===== config.mk =====
export PLATFORM = sky130hd
export DESIGN_NAME = reg_file_flat
export DESIGN_NICKNAME = d
export VERILOG_FILES = /design/src/rtl/reg_file_if.sv /design/src/rtl/reg_file.sv /design/src/flat_wrapper.sv
export SDC_FILE = /design/constraint.sdc
export NUM_CORES = 2
export LEC_CHECK = 0
export ABC_CLOCK_PERIOD_IN_PS = 4100
export CORE_MARGIN = 2
export CORE_UTILIZATION = 45
export CTS_CLUSTER_DIAMETER = 60
export DETAILED_ROUTE_END_ITERATION = 8
export SKIP_LAST_GASP = 1
export SLEW_MARGIN = 20
export SYNTH_ARGS = -nofsm -noshare
export SYNTH_HDL_FRONTEND = slang
export SYNTH_SLANG_ARGS = --single-unit

===== constraint.sdc =====
create_clock -name clk -period 4.1 [get_ports clk]
set_input_delay 0.615 -clock clk [delete_from_list [all_inputs] [get_ports clk]]
set_output_delay 0.615 -clock clk [all_outputs]
set_load 0.005 [all_outputs]

===== src/rtl/reg_file_if.sv =====
// rtl/reg_file_if.sv - decode/writeback bus for the integer register file
interface reg_file_if #(
  parameter int DATA_W = 32,
  parameter int ADDR_W = 5
);
  logic              w_en;
  logic [ADDR_W-1:0] rs1;
  logic [ADDR_W-1:0] rs2;
  logic [ADDR_W-1:0] rd;
  logic [DATA_W-1:0] wd;
  logic [DATA_W-1:0] rd1;
  logic [DATA_W-1:0] rd2;

  modport master (
    output w_en, rs1, rs2, rd, wd,
    input  rd1, rd2
  );

  modport slave (
    input  w_en, rs1, rs2, rd, wd,
    output rd1, rd2
  );
endinterface


===== src/rtl/reg_file.sv =====
// rtl/reg_file.sv - 2-read/1-write integer register file with optional hardwired x0
module reg_file #(
  parameter int DATA_W   = 32,
  parameter int ADDR_W   = 5,
  parameter int NUM_REGS = 32,
  parameter bit ZERO_REG = 1'b1
) (
  input logic         clk,
  input logic         rst_n,
  reg_file_if.slave   bus
);

  logic [DATA_W-1:0] regs [NUM_REGS];

  // Slot i is real storage unless it is the hardwired zero register.
  function automatic logic is_storage(input int i);
    return !(ZERO_REG && (i == 0));
  endfunction

  // Address decode by comparison keeps out-of-range addresses inert on both paths.
  always_ff @(posedge clk or negedge rst_n) begin
    if (!rst_n) begin
      for (int i = 0; i < NUM_REGS; i++) begin
        regs[i] <= '0;
      end
    end else if (bus.w_en) begin
      for (int i = 0; i < NUM_REGS; i++) begin
        if (is_storage(i) && (bus.rd == ADDR_W'(i))) begin
          regs[i] <= bus.wd;
        end
      end
    end
  end

  always_comb begin
    bus.rd1 = '0;
    bus.rd2 = '0;
    for (int i = 0; i < NUM_REGS; i++) begin
      if (is_storage(i) && (bus.rs1 == ADDR_W'(i))) begin
        bus.rd1 = regs[i];
      end
      if (is_storage(i) && (bus.rs2 == ADDR_W'(i))) begin
        bus.rd2 = regs[i];
      end
    end
  end

endmodule


===== src/flat_wrapper.sv =====
// flat-port wrapper written by rule: the top's interface ports become plain ports
module reg_file_flat 
#(
  parameter int DATA_W   = 32,
  parameter int ADDR_W   = 5,
  parameter int NUM_REGS = 32,
  parameter bit ZERO_REG = 1'b1
)
  (clk, rst_n, bus_w_en, bus_rs1, bus_rs2, bus_rd, bus_wd, bus_rd1, bus_rd2);
  reg_file_if #(.DATA_W(DATA_W), .ADDR_W(ADDR_W)) bus_i ();
  input logic clk;
  input logic rst_n;
  input wire logic [$bits(bus_i.w_en)-1:0] bus_w_en;
  input wire logic [$bits(bus_i.rs1)-1:0] bus_rs1;
  input wire logic [$bits(bus_i.rs2)-1:0] bus_rs2;
  input wire logic [$bits(bus_i.rd)-1:0] bus_rd;
  input wire logic [$bits(bus_i.wd)-1:0] bus_wd;
  output wire logic [$bits(bus_i.rd1)-1:0] bus_rd1;
  output wire logic [$bits(bus_i.rd2)-1:0] bus_rd2;
  assign bus_i.w_en = bus_w_en;
  assign bus_i.rs1 = bus_rs1;
  assign bus_i.rs2 = bus_rs2;
  assign bus_i.rd = bus_rd;
  assign bus_i.wd = bus_wd;
  assign bus_rd1 = bus_i.rd1;
  assign bus_rd2 = bus_i.rd2;
  reg_file #(.DATA_W(DATA_W), .ADDR_W(ADDR_W), .NUM_REGS(NUM_REGS), .ZERO_REG(ZERO_REG)) u_core (.clk(clk), .rst_n(rst_n), .bus(bus_i));
endmodule

# Yosys cells after proc, flatten, opt, wreduce, memory -nomap -nowiden
# Cells that the tools add are included.
dict set report word_totals {
  regBits 992
  inputBits 50
  output_inout_bits 64
  elab_cells 217
}
dict set report classes {
  n_eq_ne 93
  n_mux 62
  n_reduce_logical 31
}
# op count
set ops {}
lappend ops {{32-bit two-way mux} 62}
lappend ops {{5-bit == test (second input constant)} 48}
lappend ops {{5-bit by 4-bit == test with 1-bit output (second input constant)} 24}
lappend ops {{2-bit AND reduction} 31}
lappend ops {{5-bit by 3-bit == test with 1-bit output (second input constant)} 12}
lappend ops {{5-bit by 2-bit == test with 1-bit output (second input constant)} 6}
lappend ops {{5-bit by 1-bit == test with 1-bit output (second input constant)} 3}

# Logic depth before layout (Yosys ltp)
dict set report logic_depth {
  word_depth 32
  ltp_mapped 12
  mapped_depth_nobuf 7
}

# Least setup slack after synthesis
# OpenSTA, ideal clock, no wires.
dict set report synth_timing {
  kind {input -> output}
  startpoint {input bus_rs2[1]}
  endpoint {output bus_rd2[17]}
  t_arrival_ns 2.282
  required_ns 3.485
  setup_slack_ns 1.203
  path_stages 11
  path_cell_list {buf_2 > buf_2 > nor2b_1 > buf_2 > nand2_1 > nor2_1 > buf_2 > a222oi_1 > nand3_1 > a222oi_1 > nand3_1}
}
dict set report synth_between {
  elab_chain_cells 32
}
# item line
set synth_rtl {}
lappend synth_rtl {{start: declaration} flat_wrapper.sv:15} ;# input wire logic [$bits(bus_i.rs2)-1:0] bus_rs2;
lappend synth_rtl {{5-bit by 1-bit == test with 1-bit output} reg_file.sv:42} ;# if (is_storage(i) && (bus.rs2 == ADDR_W'(i))) begin
lappend synth_rtl {{32-bit two-way mux (30 in series)} reg_file.sv:42}
lappend synth_rtl {{32-bit two-way mux (*)} reg_file.sv:42}
lappend synth_rtl {{end: declaration} flat_wrapper.sv:19} ;# output wire logic [$bits(bus_i.rd2)-1:0] bus_rd2;
# Every way passes the cells marked *; elsewhere a longest branch is shown, timed or not.

# Worst setup path in the final report
dict set report layout_timing {
  startpoint {input bus_rs2[2]}
  endpoint {output bus_rd2[5]}
}
# Same word-level chain as after synthesis.

==> run_results.csv <==
group,metric,value,unit
run_status,status,"finished with violations",
run_status,violations,"setup timing",
layout,area_growth_syn_to_layout,28.0,%
pwr,ir_worst_vdd,0.434,mV
routing,postRouteAntennaNets,0,
floorplanning,start_util,45.2,%
timing,finalHoldViolations,0,
layout,reg.largest.list,"u_core.regs (992)",
synth,syn_area,0.0557,mm2
synth,yosys_most_used_dff,"dfrtp_1",
critical_path,cpMostUsedCell,"buf_4",
clocking,clkLatencyLatePin,760,ps
worst_hold_path,hold_class,"in -> async",
routing,drc_errors,0,
routing,dr.pass1.iters,8,
critical_path,slowest_stage,"clkdlybuf4s50_1",
clocking,cts-buffers-inserted,120,
placement,gp_congestion,1.05,
layout,mostFrequentLayoutCell,"mux2_2",
clocking,clkTransAtPathRegs,60,ps
routing,vias,55823,
layout,n_fill_cell,10852,
routing,wl_per_cell,38.5,um
synth,synth_area_leader_cell,"dfrtp_1",
floorplanning,io_pins,114,
grt,grt_max_degree,120,
timing,fmax,0.239,GHz
clocking,htreeDepth,3,
floorplanning,dieArea,0.127,mm2
routing,vias_per_cell,7.09,
timing,skew,0,ps
timing,finalSetupViolations,18,
layout,multi_input_area,0.0294,mm2
timing,tightest_slew,970,ps
layout,finalNonFillerCells,7874,
synth,synth_edf_count,0,
layout,seqCellArea,0.0248,mm2
placement,dp_hpwl,224000,um
synth,synth_area_leaders,"dfrtp_1, mux2_2, a21oi_1",
clocking,cts_tree,"yes",
critical_path,r2r_cells,1,
synth,syn_area_per_cell,10.4,um2
synth,yosysWarnings,0,
layout,top_register,"u_core.regs",
routing,drtIter0Drc,9075,
routing,wirelength,303000,um
layout,final_cell_mix,"mux2_2, dfrtp_1, buf_4, a21oi_1, o21ai_0",
timing,drv_slew,0,
grt,track_usage,46.8,%
critical_path,critPathLaunchType,"input port",
critical_path,setup.worst_path.end_class,"primary output",
layout,drive_gt1_share,40.9,%
critical_path,critPathKind,"in -> out",
floorplanning,die_y,356,um
timing,slew_headroom,35.3,%
synth,netlist_instances,5353,
critical_path,r2r_end,"u_core.regs[698]",
critical_path,path_cells,"buf_4 -> buf_6 -> clkinvlp_4 -> nand2_1 -> o32ai_1 -> nor4_2 -> buf_4 -> o21ai_0 -> buf_4 -> and3_1 -> o31ai_2 -> clkdlybuf4s50_1",
floorplanning,floorplan.rows,129,
synth,synth_top_area_share,44.6,%
pwr,p_per_area,446,mW/mm2
layout,design_area,0.0713,mm2
synth,synthArstFlopShare,100,%
placement,place_area,0.0658,mm2
synth,ys_ff_latch,992,
floorplanning,die_x,356,um
timing,holdWs,439,ps
synth,ys_seq_area_share,44.6,%
timing,rsz0062_at_grt,"true",
synth,yosysUniqueCellTypes,93,
placement,dp_cells,7613,
grt,grt_pass1_vias,53233,
grt,grt_pass1_wl,418000,um
timing,period_needed,4180,ps
grt,grt-ovfl-total,0,
timing,final.setup.worst_slack,-77.7,ps
layout,largest_register_ffs,992,
synth,synth_fp_nets,5403,
timing,period_share,102,%
placement,numPortBuffers,113,
critical_path,crit_path_max_fanout,20,
pwr,leakage,31.3,nW
clocking,root_buffer,"clkbuf_16",
grt,antenna_found_initial,20,
layout,fin_nets,6167,
critical_path,worstReg2RegStart,"u_core.regs[698]",
floorplanning,design.core.area,0.123,mm2
critical_path,cp.required,3480,ps
clocking,cts.sinks,992,
flow_run,max-cap-violations,0,
clocking,clk_path_buf_depth,3,
critical_path,cp.arrival,3560,ps
critical_path,reg2reg_slack,3040,ps
critical_path,slowest_delay,540,ps
per-layer routing:
layer | routed length [um] | GRT usage [%]
met5 | 113 | 0
met4 | 26200 | 32.9
met3 | 37700 | 13.3
met2 | 124000 | 65.8
met1 | 116000 | 61.9
worst max-delay path by stage:
stage / startpoint / end / depth (start not counted)
after floorplan: bus_rs2[1] / bus_rd2[17] / 11
after global placement: bus_rs1[3] / bus_rd1[16] / 12
after detailed placement: bus_rs1[3] / bus_rd1[7] / 12
after CTS: bus_rs2[0] / bus_rd2[5] / 14
after global routing: bus_rs2[0] / bus_rd2[5] / 14
final: bus_rs2[2] / bus_rd2[5] / 12
what timing repair did:
item | CTS | global route
setup endpoints to repair | 58 | 45
setup buffers | 10 | 9
pin swaps | 23 | 28
hold buffers | 1 | 0
resized for setup | 132 | 105
hold endpoints to repair | 54 | 0
final cells by class:
| type | instances | share of cell area (%) |
|---|---|---|
| antenna | 14 | 0.0491 |
| clock buffer | 151 | 4.69 |
| clock inverter | 77 | 1.38 |
| inverter | 26 | 0.146 |
| multi-input combinational | 3811 | 41.3 |
| sequential | 992 | 34.8 |
| tap | 1637 | 2.87 |
| timing repair buffer | 1166 | 14.8 |
synthesized netlist by cell type (10+ instances only):
cell type,number
mux2_2,1015
dfrtp_1,992
a21oi_1,414
o21ai_0,382
nand2_1,278
nor2_1,277
clkbuf_1,247
o22ai_1,208
buf_2,189
a22oi_1,121
mux2i_1,106
nand3_1,92
nor3_1,75
a221oi_1,59
o221ai_1,57
buf_1,56
a211oi_1,50
o211ai_1,47
nor2b_1,43
a31oi_1,38
nand2b_1,34
a222oi_1,30
o2bb2ai_1,28
and3_1,25
o22a_1,25
a22o_1,23
inv_1,23
buf_4,22
o31ai_1,22
a32oi_1,21
a2bb2oi_1,19
o21a_1,18
nor4_1,17
or3_1,17
a21o_1,16
a2111oi_0,13
nor2_2,13
o32ai_1,13
and2_1,11
or2_2,11
buf_6,10
nand4_1,10
stage by stage:
step                      utilization, %  setup TNS (ps)  total power, mW  setup slack [ps]
final                               57.8            -516             31.8             -77.7
after detailed placement            53.4           -9690             19.7              -476
after global routing                57.8            -347             32.5             -69.2
after global placement              53.4          -10630             19.5              -463
after CTS                           57.4            -219             31.4              -101
after floorplan                        -               0             16.3              1200
cells by family after synthesis:
| kind of cell | count (synthesis) | synth area share [%] |
|---|---|---|
| buffers and inverters | 550 | 4.41 |
| DFF | 992 | 44.6 |
| muxes | 1125 | 22.6 |
| AOI/OAI and AO/OA | 1701 | 19.8 |
| and+or+nand+nor | 985 | 8.67 |
worst max-delay path, delay by kind of cell:
kind	cells	cell delay [ps]
AOI/OAI and AO/OA	3	440
buffers and inverters	6	1610
and+or+nand+nor	3	830
where the power goes:
group          total [mW]  switching [mW]  internal, mW  leakage, nW
combinational        6.28            3.23          3.05         16.5
clock                11.8            4.86          6.90         2.10
sequential           13.8            2.04          11.7         12.7
total                31.8            10.1          21.7         31.3
No activity file was read; power rests on OpenSTA's default activity.
